File: src/rtl/restoring_divider.sv
// restoring_divider
//   Sequential unsigned restoring divider. One trial subtraction per clock
//   (shifted partial remainder minus divisor, borrow-in 0). The borrow-out
//   of that subtraction selects the quotient bit and whether the partial
//   remainder is restored. A WIDTH-bit quotient/remainder pair is produced
//   WIDTH+1 edges after an accepted start. Division by zero is resolved in
//   a single edge (quotient all ones, remainder = dividend).
//
// Ports
//   clk          system clock, rising edge
//   rst          synchronous active-high reset, priority over start
//   start        division request, sampled only while idle
//   dividend     unsigned dividend, captured on accepted start
//   divisor      unsigned divisor, captured on accepted start
//   busy         high while calculating or presenting a result
//   done         one-cycle pulse: quotient/remainder/div_by_zero valid
//   quotient     result quotient, held until overwritten by the next result
//   remainder    result remainder, held until overwritten by the next result
//   div_by_zero  set together with done when the captured divisor was zero

module restoring_divider #(
    parameter int WIDTH = 20,
    parameter int CNT_W = 5
) (
    input  logic             clk,
    input  logic             rst,
    input  logic             start,
    input  logic [WIDTH-1:0] dividend,
    input  logic [WIDTH-1:0] divisor,
    output logic             busy,
    output logic             done,
    output logic [WIDTH-1:0] quotient,
    output logic [WIDTH-1:0] remainder,
    output logic             div_by_zero
);

    typedef enum logic [1:0] {
        IDLE = 2'd0,
        CALC = 2'd1,
        DONE = 2'd2
    } state_t;

    state_t state, state_nxt;

    logic [CNT_W-1:0] cnt;
    logic [WIDTH-1:0] q_reg;
    logic [WIDTH-1:0] r_reg;
    logic [WIDTH-1:0] dvsr;

    logic [WIDTH:0]   shifted;
    logic [WIDTH:0]   sub_res;     // {borrow_out, low WIDTH difference bits}
    logic             borrow;
    logic [WIDTH-1:0] r_new;
    logic [WIDTH-1:0] q_new;
    logic             last_iter;

    // Ripple full-subtractor chain, borrow-in 0, borrow travelling LSB to
    // MSB. Only the low WIDTH difference bits are returned: when there is no
    // borrow the difference is below the divisor, so its top bit is always 0.
    // The top stage contributes only its borrow-out.
    function automatic logic [WIDTH:0] trial_sub(input logic [WIDTH:0] a,
                                                 input logic [WIDTH:0] b);
        logic [WIDTH:0] res;
        logic           bw;
        res = '0;
        bw  = 1'b0;
        for (int i = 0; i < WIDTH; i++) begin
            res[i] = a[i] ^ b[i] ^ bw;
            bw     = (~a[i] & b[i]) | (~(a[i] ^ b[i]) & bw);
        end
        res[WIDTH] = (~a[WIDTH] & b[WIDTH]) | (~(a[WIDTH] ^ b[WIDTH]) & bw);
        return res;
    endfunction

    // Partial remainder is held in WIDTH bits: it is always below the
    // divisor, so the extra (WIDTH+1)-th bit only exists in 'shifted'.
    always_comb begin
        shifted   = {r_reg, q_reg[WIDTH-1]};
        sub_res   = trial_sub(shifted, {1'b0, dvsr});
        borrow    = sub_res[WIDTH];
        r_new     = borrow ? shifted[WIDTH-1:0] : sub_res[WIDTH-1:0];
        q_new     = {q_reg[WIDTH-2:0], ~borrow};
        last_iter = (cnt == CNT_W'(WIDTH - 1));
    end

    // Control state register
    always_ff @(posedge clk) begin
        if (rst) state <= IDLE;
        else     state <= state_nxt;
    end

    always_comb begin
        state_nxt = state;
        case (state)
            IDLE: if (start) state_nxt = (divisor != '0) ? CALC : DONE;
            CALC: if (last_iter) state_nxt = DONE;
            DONE: state_nxt = IDLE;
            default: state_nxt = IDLE;
        endcase
    end

    assign busy = (state != IDLE);
    assign done = (state == DONE);

    // Operand capture, iteration and result registers
    always_ff @(posedge clk) begin
        if (rst) begin
            cnt         <= '0;
            q_reg       <= '0;
            r_reg       <= '0;
            dvsr        <= '0;
            quotient    <= '0;
            remainder   <= '0;
            div_by_zero <= 1'b0;
        end else begin
            case (state)
                IDLE: begin
                    if (start) begin
                        if (divisor != '0) begin
                            dvsr        <= divisor;
                            q_reg       <= dividend;
                            r_reg       <= '0;
                            cnt         <= '0;
                            div_by_zero <= 1'b0;
                        end else begin
                            quotient    <= '1;
                            remainder   <= dividend;
                            div_by_zero <= 1'b1;
                        end
                    end
                end
                CALC: begin
                    q_reg <= q_new;
                    r_reg <= r_new;
                    cnt   <= cnt + CNT_W'(1);
                    if (last_iter) begin
                        quotient  <= q_new;
                        remainder <= r_new;
                    end
                end
                default: ;
            endcase
        end
    end

endmodule

File: config.mk
export PLATFORM = sky130hd
export DESIGN_NAME = restoring_divider
export DESIGN_NICKNAME = d
export VERILOG_FILES = /design/src/rtl/restoring_divider.sv
export SDC_FILE = /design/constraint.sdc
export NUM_CORES = 1
export LEC_CHECK = 0
export CAP_MARGIN = 5
export CORE_ASPECT_RATIO = 1.4
export CORE_MARGIN = 1.5
export CORE_UTILIZATION = 45
export CTS_CLUSTER_SIZE = 30
export DETAILED_ROUTE_END_ITERATION = 8
export GPL_TIMING_DRIVEN = 0
export PLACE_DENSITY = 0.69
export SKIP_LAST_GASP = 1
export SLEW_MARGIN = 40
export SYNTH_ARGS = -nofsm -noshare
export SYNTH_HDL_FRONTEND = slang
export SYNTH_SLANG_ARGS = --single-unit
File: constraint.sdc
create_clock -name clk -period 12.42 [get_ports clk]
set_clock_uncertainty 0.1 [all_clocks]
set_input_delay 2.484 -clock clk [delete_from_list [all_inputs] [get_ports clk]]
set_output_delay 2.484 -clock clk [all_outputs]
set_load 0.005 [all_outputs]
; ---- Yosys cells after proc, flatten, opt, wreduce, memory -nomap -nowiden
; Cells that the tools add are included.
[word_totals]
reg_bits = 108
input_bits = 43
out_inout_bits = 43
wordCells = 187
[classes]
add_sub_neg = 1
eq_ne = 7
muxes = 23
n_bitwise = 139
n_reduce_logical = 9
[ops]
columns = cell, count
row1 = $mux 20, 11
row2 = $pmux 20 s2, 4
row3 = $not 1->1, 41
row4 = $and 1x1->1, 40
row5 = $xor 1x1->1, 39
row6 = $reduce_bool 20->1, 1
row7 = $or 1x1->1, 19
row8 = $mux 5, 2
row9 = $pmux 5 s2, 1
row10 = $ne 2x2->1 const B, 4
row11 = $mux 2, 3
row12 = $reduce_and 3->1, 2
row13 = $add 5x1->5 const B, 1
row14 = $eq 5x5->1 const B, 1
row15 = $pmux 2 s2, 1
row16 = $reduce_and 2->1, 2
row17 = $reduce_and 4->1, 1
row18 = $reduce_bool 2->1, 2
row19 = $eq 2x1->1 const B, 1
row20 = $eq 2x2->1 const B, 1
row21 = $logic_not 2->1, 1
row22 = $mux 1, 1

; ---- Depth between registers and ports, before layout
[logic_depth]
ltp_word = 44
depth_mapped = 26
mapped_depth_nobuf = 25

; ---- Worst setup path after synthesis
; Ideal clock, no wire load.
[synth_timing]
path_kind = reg2reg
from = reg q_reg[19]
to = reg remainder[1]
setup_time_ns = 0.126
arrival_time_ns = 8.517
slack_ns = 3.677
stages_incl_launch_ff = 27
synth_period_minus_slack_ns = 8.743
cell_sequence = dfxtp_1 > inv_1 > ha_1 > fa_1 > fa_1 > fa_1 > fa_1 > fa_1 > fa_1 > fa_1 > fa_1 > fa_1 > fa_1 > fa_1 > fa_1 > fa_1 > fa_1 > fa_1 > fa_1 > fa_1 > fa_1 > fa_1 > nand2b_1 > clkbuf_1 > a211oi_1 > o21bai_1 > mux2i_1
[synth_between]
elab_chain_cells = 44
elab_cells_between_ends = 45
classes_between = 3 x mux / 42 x bitwise
[synth_lines]
columns = item, line
row1 = "start, declared", 46  ; logic [WIDTH-1:0] q_reg;
row2 = "start signal, assigned", 121  ; q_reg <= dividend;
row3 = "start signal, assigned", 133  ; q_reg <= q_new;
row4 = $not 1->1 (*), 69  ; bw = (~a[i] & b[i]) | (~(a[i] ^ b[i]) & bw);
row5 = $and 1x1->1 (*), 69
row6 = $and 1x1->1, 69
row7 = $or 1x1->1, 69
row8 = $and 1x1->1, 69
row9 = $or 1x1->1, 69
row10 = $and 1x1->1, 69
row11 = $or 1x1->1, 69
row12 = [... 28 more ...], --
row13 = $and 1x1->1, 69
row14 = $or 1x1->1, 69
row15 = $and 1x1->1, 69
row16 = $or 1x1->1, 69
row17 = $and 1x1->1, 71  ; res[WIDTH] = (~a[WIDTH] & b[WIDTH]) | (~(a[WIDTH] ^ b[WIDTH]) & bw);
row18 = $mux 20 (*), 81  ; r_new = borrow ? shifted[WIDTH-1:0] : sub_res[WIDTH-1:0];
row19 = $mux 20 (*), 136  ; if (last_iter) begin
row20 = $pmux 20 s2 (*), 116  ; case (state)
row21 = "end signal, assigned", 127  ; remainder <= dividend;
row22 = "end signal, assigned", 138  ; remainder <= r_new;
row23 = "end, declared", 33  ; output logic [WIDTH-1:0] remainder,
; Every way passes the cells marked *; elsewhere a longest branch is shown, timed or not. The select of a mux whose other input is x is not followed.
; A chain may end at the register's enable or synchronous reset.

; ---- Worst setup path in the final report
[layout_timing]
from = reg q_reg[19]
to = reg remainder[6]
[layout_between]
elab_chain_cells = 44
elab_cells_between_ends = 45
classes_between = 3 x mux / 42 x bitwise
[layout_lines]
columns = item, line
row1 = $not 1->1 (*), 69
row2 = $and 1x1->1 (*) (2 in a row), 69
row3 = $or 1x1->1 (*), 69
row4 = $and 1x1->1 (*), 69
row5 = $or 1x1->1 (*), 69
row6 = $and 1x1->1 (*), 69
row7 = $or 1x1->1 (*), 69
row8 = $and 1x1->1 (*), 69
row9 = [... 27 more ...], --
row10 = $and 1x1->1, 69
row11 = $or 1x1->1, 69
row12 = $and 1x1->1, 69
row13 = $or 1x1->1, 69
row14 = $and 1x1->1, 71
row15 = $mux 20 (*), 81
row16 = $mux 20 (*), 136
row17 = $pmux 20 s2 (*), 116
; Marks and branches as above.

==> impl_metrics.toml <==
[setup_path]
arrival_ns = 9.73
endpoint_kind = "flop"
required_ns = 12.56
start_kind = "flop"
worst-path-max-fanout = 10
worstSetupPathType = "reg2reg"
rr_worst_depth = 26

[sta]
final.period_utilization_pct = 77.18
min_period_ns = 9.585
fin_setup_tns_ns = 0
setup_viol = 0
worst_pin_slew_ns = 0.6040
maxSlewHeadroom_pct = 59.74
rsz0062_at_grt = "false"
finalHoldViolCount = 0
fmax_mhz = 104.3
maxSlewViolCount = 0

[finish]
fill_cells = 1087
multiInputGateArea_um2 = 3092
drive_above_1_share_pct = 7.052
fin_util_pct = 57.81
fin_nets = 769
syn_to_final_growth_pct = 24.29
seq_area_um2 = 2162
n_antenna_cell = 0
finish.instance_area_um2 = 6902

[cts]
postCtsResizedCells = 0
cts_tree = "built"
cts.clk_slew.worst_paths_ns = 0.07
post_cts_buffers = 0
htree_levels = 3
clk-insertion-delay-late_ns = 0.36
numCtsBuffers = 9
clockBufferDepth = 2
cts.sink_count = 108
root_buffer = "clkbuf_16"
holdBufCountCts = 0

[global_route]
antenna_found_initial = 0
grt_util_all_layers_pct = 22.40
grt_max_degree = 18
global_route.usage.met1_pct = 26.94
met2_usage_pct = 40.48
met3_usage_pct = 3.439
grt_overflow = 0
top_usage_layer = "met2"
grt_pass1_vias = 4745
grt_pass1_wl_um = 23630

[route]
wire_per_inst_um = 16.78
finalWirelength_um = 14370
viasPerCell = 5.583
vias = 4779
drtIter0Drc = 214
drc = 0
dr.pass1.iters = 5
antenna_left = 0

[placed_design]
port_buffers = 84
hpwl_um = 10850
placed_area_um2 = 6578
place_congestion = 0.8241

[power]
power_leakage_nw = 2.621
power_density_nw_per_um2 = 146.3
totalPowerFinal_mw = 1.010
vdd_drop_max_uv = 75.04

[synth]
synthFlopType = "dfxtp_1"
synthCells = 610
synth-seq-area-share_pct = 38.94
syn_area_per_cell_um2 = 9.103
synth_nets = 674
synth_async_sr_flop_share_pct = 0
synth_edf_count = 0
ys_ff_latch = 108
yosys_warnings = 0
syn-cell-area_um2 = 5553
synth.distinct_cells = 39

[floorplan]
fp-row-count = 47
coreArea_um2 = 11940
die_h_um = 134.4
die_area_um2 = 13020
pin_count = 86
initial_core_util_pct = 46.52
die_w_um = 96.88

[hold_path]
hold_class = "reg2reg"
hold_depth = 2

[run_status]
outcome = "complete, no violations"

[flow_run]
maxCapViolCount = 0
## Yosys cell counts (3+ instances only)
cell type  number  area, µm²
and2_1         20      125.1
buf_2          17      85.08
nor2_1         82      307.8
o21bai_1       20      150.1
nand4_1        23      143.9
nor3b_1        20      150.1
a21oi_1        43      215.2
nor4_1          4      25.02
or2_2           3      18.77
o221a_2         9      101.4
o221a_1        10      112.6
mux2i_1        41      410.4
nand3b_1        3      22.52
nand2b_1       63      394.1
clkbuf_1       35      131.4
fa_1           19      380.4
a211oi_1       40      300.3
inv_1          20      75.07
dfxtp_1       108       2162
nand2_1         4      15.01
## final timing paths
check         startpoint            to  slack, ns
min reg2reg  div_by_zero   div_by_zero       0.37
max reg2reg    q_reg[19]  remainder[6]       2.83
max            q_reg[19]  remainder[6]       2.83
min          div_by_zero   div_by_zero       0.37
## power breakdown
part | switching, mW | internal [mW]
clock | 0.134 | 0.182
combinational | 0.165 | 0.133
sequential | 0.0240 | 0.371
total | 0.323 | 0.687
## logic make-up after synthesis
group                    Yosys count  synth area share (%)
buffers and inverters             73                 5.385
AO/OA/AOI/OAI                    131                 17.22
multiplexers                      41                 7.391
adder cells (fa/ha/maj)           21                 7.300
AND/OR/NAND/NOR                  234                 23.46
XOR/XNOR                           2                0.3155
flip-flops                       108                 38.94
## critical path: stages, from the launching register on
cell      delay [ns]
dfxtp_1         0.40
inv_1           0.06
ha_1            0.23
fa_1            0.39
fa_1            0.39
fa_1            0.38
fa_1            0.39
fa_1            0.40
fa_1            0.40
fa_1            0.39
fa_1            0.40
fa_1            0.42
fa_1            0.41
fa_1            0.39
fa_1            0.40
fa_1            0.39
fa_1            0.39
fa_1            0.40
fa_1            0.40
fa_1            0.40
fa_1            0.40
fa_1            0.43
nand2b_1        0.15
clkbuf_1        0.46
a211oi_1        0.20
o21bai_1        0.20
mux2i_1         0.09
## stage by stage
step | worst slack [ns] | hold slack (ns) | cells
final | 2.835 | 0.3703 | 856
after global routing | 2.498 | 0.3841 | 856
after CTS | 2.844 | 0.3707 | 856
after detailed placement | 2.874 | 0.3617 | 841
after global placement | 2.897 | 0.3533 | 841
after floorplan | 3.677 | 0.3524 | 610
## metal layers
layer,share of wire [%],vias to the layer above
met5,0,-
met4,1.6,0
met3,4.9,14
met2,52,161
met1,42,2287
li1,-,2317
## cell usage in the layout, fill, tap and decap left out, types with 3 or more instances in the layout
cell / n
dfxtp_1: 108
clkdlybuf4s50_1: 84
nor2_1: 82
nand2b_1: 63
a21oi_1: 43
mux2i_1: 41
a211oi_1: 40
clkbuf_1: 35
nand4_1: 23
inv_1: 20
and2_1: 20
nor3b_1: 20
o21bai_1: 20
fa_1: 19
buf_2: 17
o221a_1: 10
o221a_2: 9
clkbuf_16: 9
nor4_1: 4
nand2_1: 4
or2_2: 3
nand3b_1: 3
## area by class of cell
class / instances / share of cell area, %
multi-input cells: 429 / 44.80
flip-flops and latches: 108 / 31.33
repair buffers: 84 / 12.18
clock buffers: 10 / 3.463
plain buffers: 53 / 3.245
well taps: 147 / 2.665
clock inverters: 5 / 1.233
inverters: 20 / 1.088
(Power assumes the default switching activity.)
==> edit 1 (same settings) <==
Re-encode `state_t` (3 states) as one-hot, 3 bits wide.
--- a/src/rtl/restoring_divider.sv
+++ b/src/rtl/restoring_divider.sv
@@ -34,10 +34,10 @@
     output logic             div_by_zero
 );
 
-    typedef enum logic [1:0] {
-        IDLE = 2'd0,
-        CALC = 2'd1,
-        DONE = 2'd2
+    typedef enum logic [2:0] {
+        IDLE = 3'b001,
+        CALC = 3'b010,
+        DONE = 3'b100
     } state_t;
 
     state_t state, state_nxt;
Behaviour: no difference found for any inputs over 4 cycles, from zero or initial values and one cycle with rst high; so few cycles prove little.
==> edit 1 against the unedited design <==
- area after synthesis increased by 3.3%
- worst setup slack got worse by 0.23 ns
- design area increased by 1.9%
- maximum frequency decreased by 2.3%
- sequential cell count increased by 1
- final cell count decreased by 2.1%
- wire length increased by 1.0%
Power is not compared: it rests on default switching activity, and its combinational part moved more than twofold at a synthesized area within 25%.
==> edit 1: results (changes against the unedited design) <==
Placed design
The final RePlAce weighted congestion is 0.829 (was 0.824). The half-perimeter wire length after placement is 11400 um (was 10900 um).

Logic synthesis
The number of instances in the synthesized netlist is 590 (was 610). The count of cell types in the netlist was 48 (was 39). The sequential share of the synthesized area is 0.380 (was 0.389). Cell types with the largest area share after synthesis: sky130_fd_sc_hd__dfxtp_1, sky130_fd_sc_hd__mux2i_1, sky130_fd_sc_hd__nand2b_1, sky130_fd_sc_hd__fa_1, sky130_fd_sc_hd__nor2_1 (unchanged).

Global routing
The first-pass GRT wire length came to 23600 um (about the same). The maximum number of pins on one net before global-route repair is 17 (was 18). The total track usage is 0.222 (was 0.224). The met2 usage in global routing is 0.416 (was 0.405). The met1 usage is 0.259 (was 0.269).

Finish
The register fraction of the total cell area was 0.310 (was 0.313). The total number of nets in the final design was 749 (was 769). The multi-input gate share of the layout cell area came to 0.464 (was 0.448). The number of combinational gates with multiple inputs is 416 (was 429).

STA
The worst hold-check slack is 0.387 ns (was 0.370 ns). The post-route clock period utilization is 0.790 (was 0.772).

Route
The routed via count is 4510 (was 4779). The routed length on met2 is 7800 um (was 7440 um). The first-iteration detailed-routing DRC count is 157 (was 214).

Setup path
The slowest stage cell on the critical path was sky130_fd_sc_hd__a211oi_1 (was sky130_fd_sc_hd__clkbuf_1). The delay of the slowest critical-path stage was 0.53 ns (was 0.46 ns).

Clock network
The insertion delay to the later sink of the worst-skew pair is 0.34 ns (was 0.36 ns).

Floorplan
The core outline area is 0.0124 mm2 (was 0.0119 mm2).

Outcome
Run status: finished, final reports clean (unchanged).
[edit 1: logic make-up (layout without fill, tap and decap cells)]
family	count (synthesis)	in the layout	synth area share
compound gates	97	97	0.145
mux	60	60	0.121
buf+inv	65	163	0.0508
flops	109	109	0.380
fa+ha+maj	21	21	0.0706
simple gates	238	238	0.232
[edit 1: worst register-to-register path, stage by stage (launching register included)]
cell	delay, ns
sky130_fd_sc_hd__dfxtp_1	0.40
sky130_fd_sc_hd__inv_1	0.06
sky130_fd_sc_hd__ha_1	0.21
sky130_fd_sc_hd__fa_1	0.39
sky130_fd_sc_hd__fa_1	0.42
sky130_fd_sc_hd__fa_1	0.41
sky130_fd_sc_hd__fa_1	0.40
sky130_fd_sc_hd__fa_1	0.39
sky130_fd_sc_hd__fa_1	0.41
sky130_fd_sc_hd__fa_1	0.40
sky130_fd_sc_hd__fa_1	0.40
sky130_fd_sc_hd__fa_1	0.45
sky130_fd_sc_hd__fa_1	0.42
sky130_fd_sc_hd__fa_1	0.40
sky130_fd_sc_hd__fa_1	0.40
sky130_fd_sc_hd__fa_1	0.41
sky130_fd_sc_hd__fa_1	0.40
sky130_fd_sc_hd__fa_1	0.40
sky130_fd_sc_hd__fa_1	0.40
sky130_fd_sc_hd__fa_1	0.40
sky130_fd_sc_hd__fa_1	0.39
sky130_fd_sc_hd__fa_1	0.43
sky130_fd_sc_hd__clkbuf_1	0.21
sky130_fd_sc_hd__nor3b_1	0.18
sky130_fd_sc_hd__a211oi_1	0.53
sky130_fd_sc_hd__nor2_1	0.08
sky130_fd_sc_hd__a211oi_1	0.24
[edit 1: report_power, final]
group | switching [mW] | internal [mW] | leakage, nW
registers | 0.00920 | 0.362 | 0.886
logic | 0.0619 | 0.0599 | 1.67
clock network | 0.126 | 0.140 | 0.124
==> edit 2 (config.mk and constraints unchanged) <==
Made on the original files. `WIDTH`: 20 -> 22.
--- a/src/rtl/restoring_divider.sv
+++ b/src/rtl/restoring_divider.sv
@@ -19,7 +19,7 @@
 //   div_by_zero  set together with done when the captured divisor was zero
 
 module restoring_divider #(
-    parameter int WIDTH = 20,
+    parameter int WIDTH = 22,
     parameter int CNT_W = 5
 ) (
     input  logic             clk,
Interface: changed (resized dividend, divisor, quotient and remainder); port bits go from 86 to 94. The function was not compared with the original's and may differ.
==> edit 2 against the unedited design <==
- area after synthesis increased by 12%
- sequential cell count rose by 10
- design area is 16% higher
- total power up 31%
- worst hold slack improved by 0.0069 ns
- core utilization rose by 1.8 points
- wire length is 12% higher
- sequential share of layout area down 1.9 points
- worst setup slack got worse by 1.0 ns
- critical path type unchanged
- highest routed layer unchanged
==> edit 2: results (changes against the unedited design) <==
Logic synthesis
The area fraction in compound gates after synthesis is 0.189 (was 0.172). The sequential share of the synthesized area was 0.379 (was 0.389). The number of synthesized register bits was 118 (was 108).

Cell types with the largest area share after synthesis: sky130_fd_sc_hd__dfxtp_1, sky130_fd_sc_hd__mux2i_1, sky130_fd_sc_hd__nand2b_1, sky130_fd_sc_hd__fa_1, sky130_fd_sc_hd__nor2_1 (unchanged). The count of cell types in the netlist came to 40 (was 39). The post-synthesis share of cell area spent on xor and xnor gates is 0.00421 (was 0.00315).

Most instantiated cells after synthesis: sky130_fd_sc_hd__dfxtp_1, sky130_fd_sc_hd__nor2_1, sky130_fd_sc_hd__nand2b_1, sky130_fd_sc_hd__a21oi_1, sky130_fd_sc_hd__mux2i_1 (unchanged). The fraction of the mapped netlist area in adder cells is 0.0734 (was 0.0730).

Finish
The data-path buffer share of cell area in the final layout is 0.149 (was 0.154). The multi-input gate share of the layout cell area is 0.437 (was 0.448). The ratio of cells with drive above 1 in the final layout is 0.0995 (was 0.0705). The non-filler instance count after layout is 966 (was 856). The number of combinational gates with multiple inputs was 464 (was 429).

The count of filler cells inserted in the layout is 1172 (was 1087). The total number of nets in the final design is 843 (was 769). The final core area utilization is 0.597 (was 0.578).

STA
The post-route clock period utilization is 0.855 (was 0.772). The remaining max-slew budget at the tightest pin is 0.499 (was 0.597).

Power
The worst voltage drop across the vdd grid is 121 uV (was 75.0 uV). The power attributed to combinational cells is 0.356 mW (was 0.298 mW). The clock distribution power was 0.534 mW (was 0.316 mW).

The static leakage power is 3.03 nW (was 2.62 nW).

Setup path
The slowest stage cell on the critical path is sky130_fd_sc_hd__fa_1 (was sky130_fd_sc_hd__clkbuf_1). The logic depth of the worst register-to-register path is 28 (was 26).

Clock network
The clock transition time at the flip-flop clock pins of the worst setup and hold paths was 0.05 ns (was 0.07 ns). The insertion delay to the later sink of the worst-skew pair is 0.42 ns (was 0.36 ns).

Hold path
The hold path endpoint was remainder[18] (was div_by_zero).

Global routing
The maximum number of pins on one net before global-route repair came to 17 (was 18). The total track usage is 0.230 (was 0.224).

Route
The average wire per cell in the routed design is 16.7 um (was 16.8 um).

Placed design
The instance area after placement is 0.00739 mm2 (was 0.00658 mm2). The final RePlAce weighted congestion came to 0.859 (was 0.824). The total placed cells including tap cells is 935 (was 841). The number of buffer cells added on primary ports was 92 (was 84).

Outcome
Run status: finished, final reports clean (unchanged).
[edit 2: changes by cell type after synthesis, moves of 4 or more]
| cell | change |
|---|---|
| sky130_fd_sc_hd__nor2_1 | +8 |
| sky130_fd_sc_hd__a21oi_1 | +5 |
| sky130_fd_sc_hd__buf_2 | -14 |
| sky130_fd_sc_hd__o221a_1 | +10 |
| sky130_fd_sc_hd__clkbuf_1 | +6 |
| sky130_fd_sc_hd__dfxtp_1 | +10 |
| sky130_fd_sc_hd__nand2b_1 | +7 |
| sky130_fd_sc_hd__a211oi_2 | +19 |
| sky130_fd_sc_hd__inv_1 | +4 |
| sky130_fd_sc_hd__a211oi_1 | -16 |
| sky130_fd_sc_hd__buf_6 | +8 |
| sky130_fd_sc_hd__o221a_2 | -7 |
[edit 2: routing by layer]
metal	part of all wire	GRT usage	vias up
li1	-	-	2546
met5	0	0	-
met4	0.026	0.110	0
met3	0.042	0.0403	32
met2	0.52	0.407	158
met1	0.41	0.263	2518
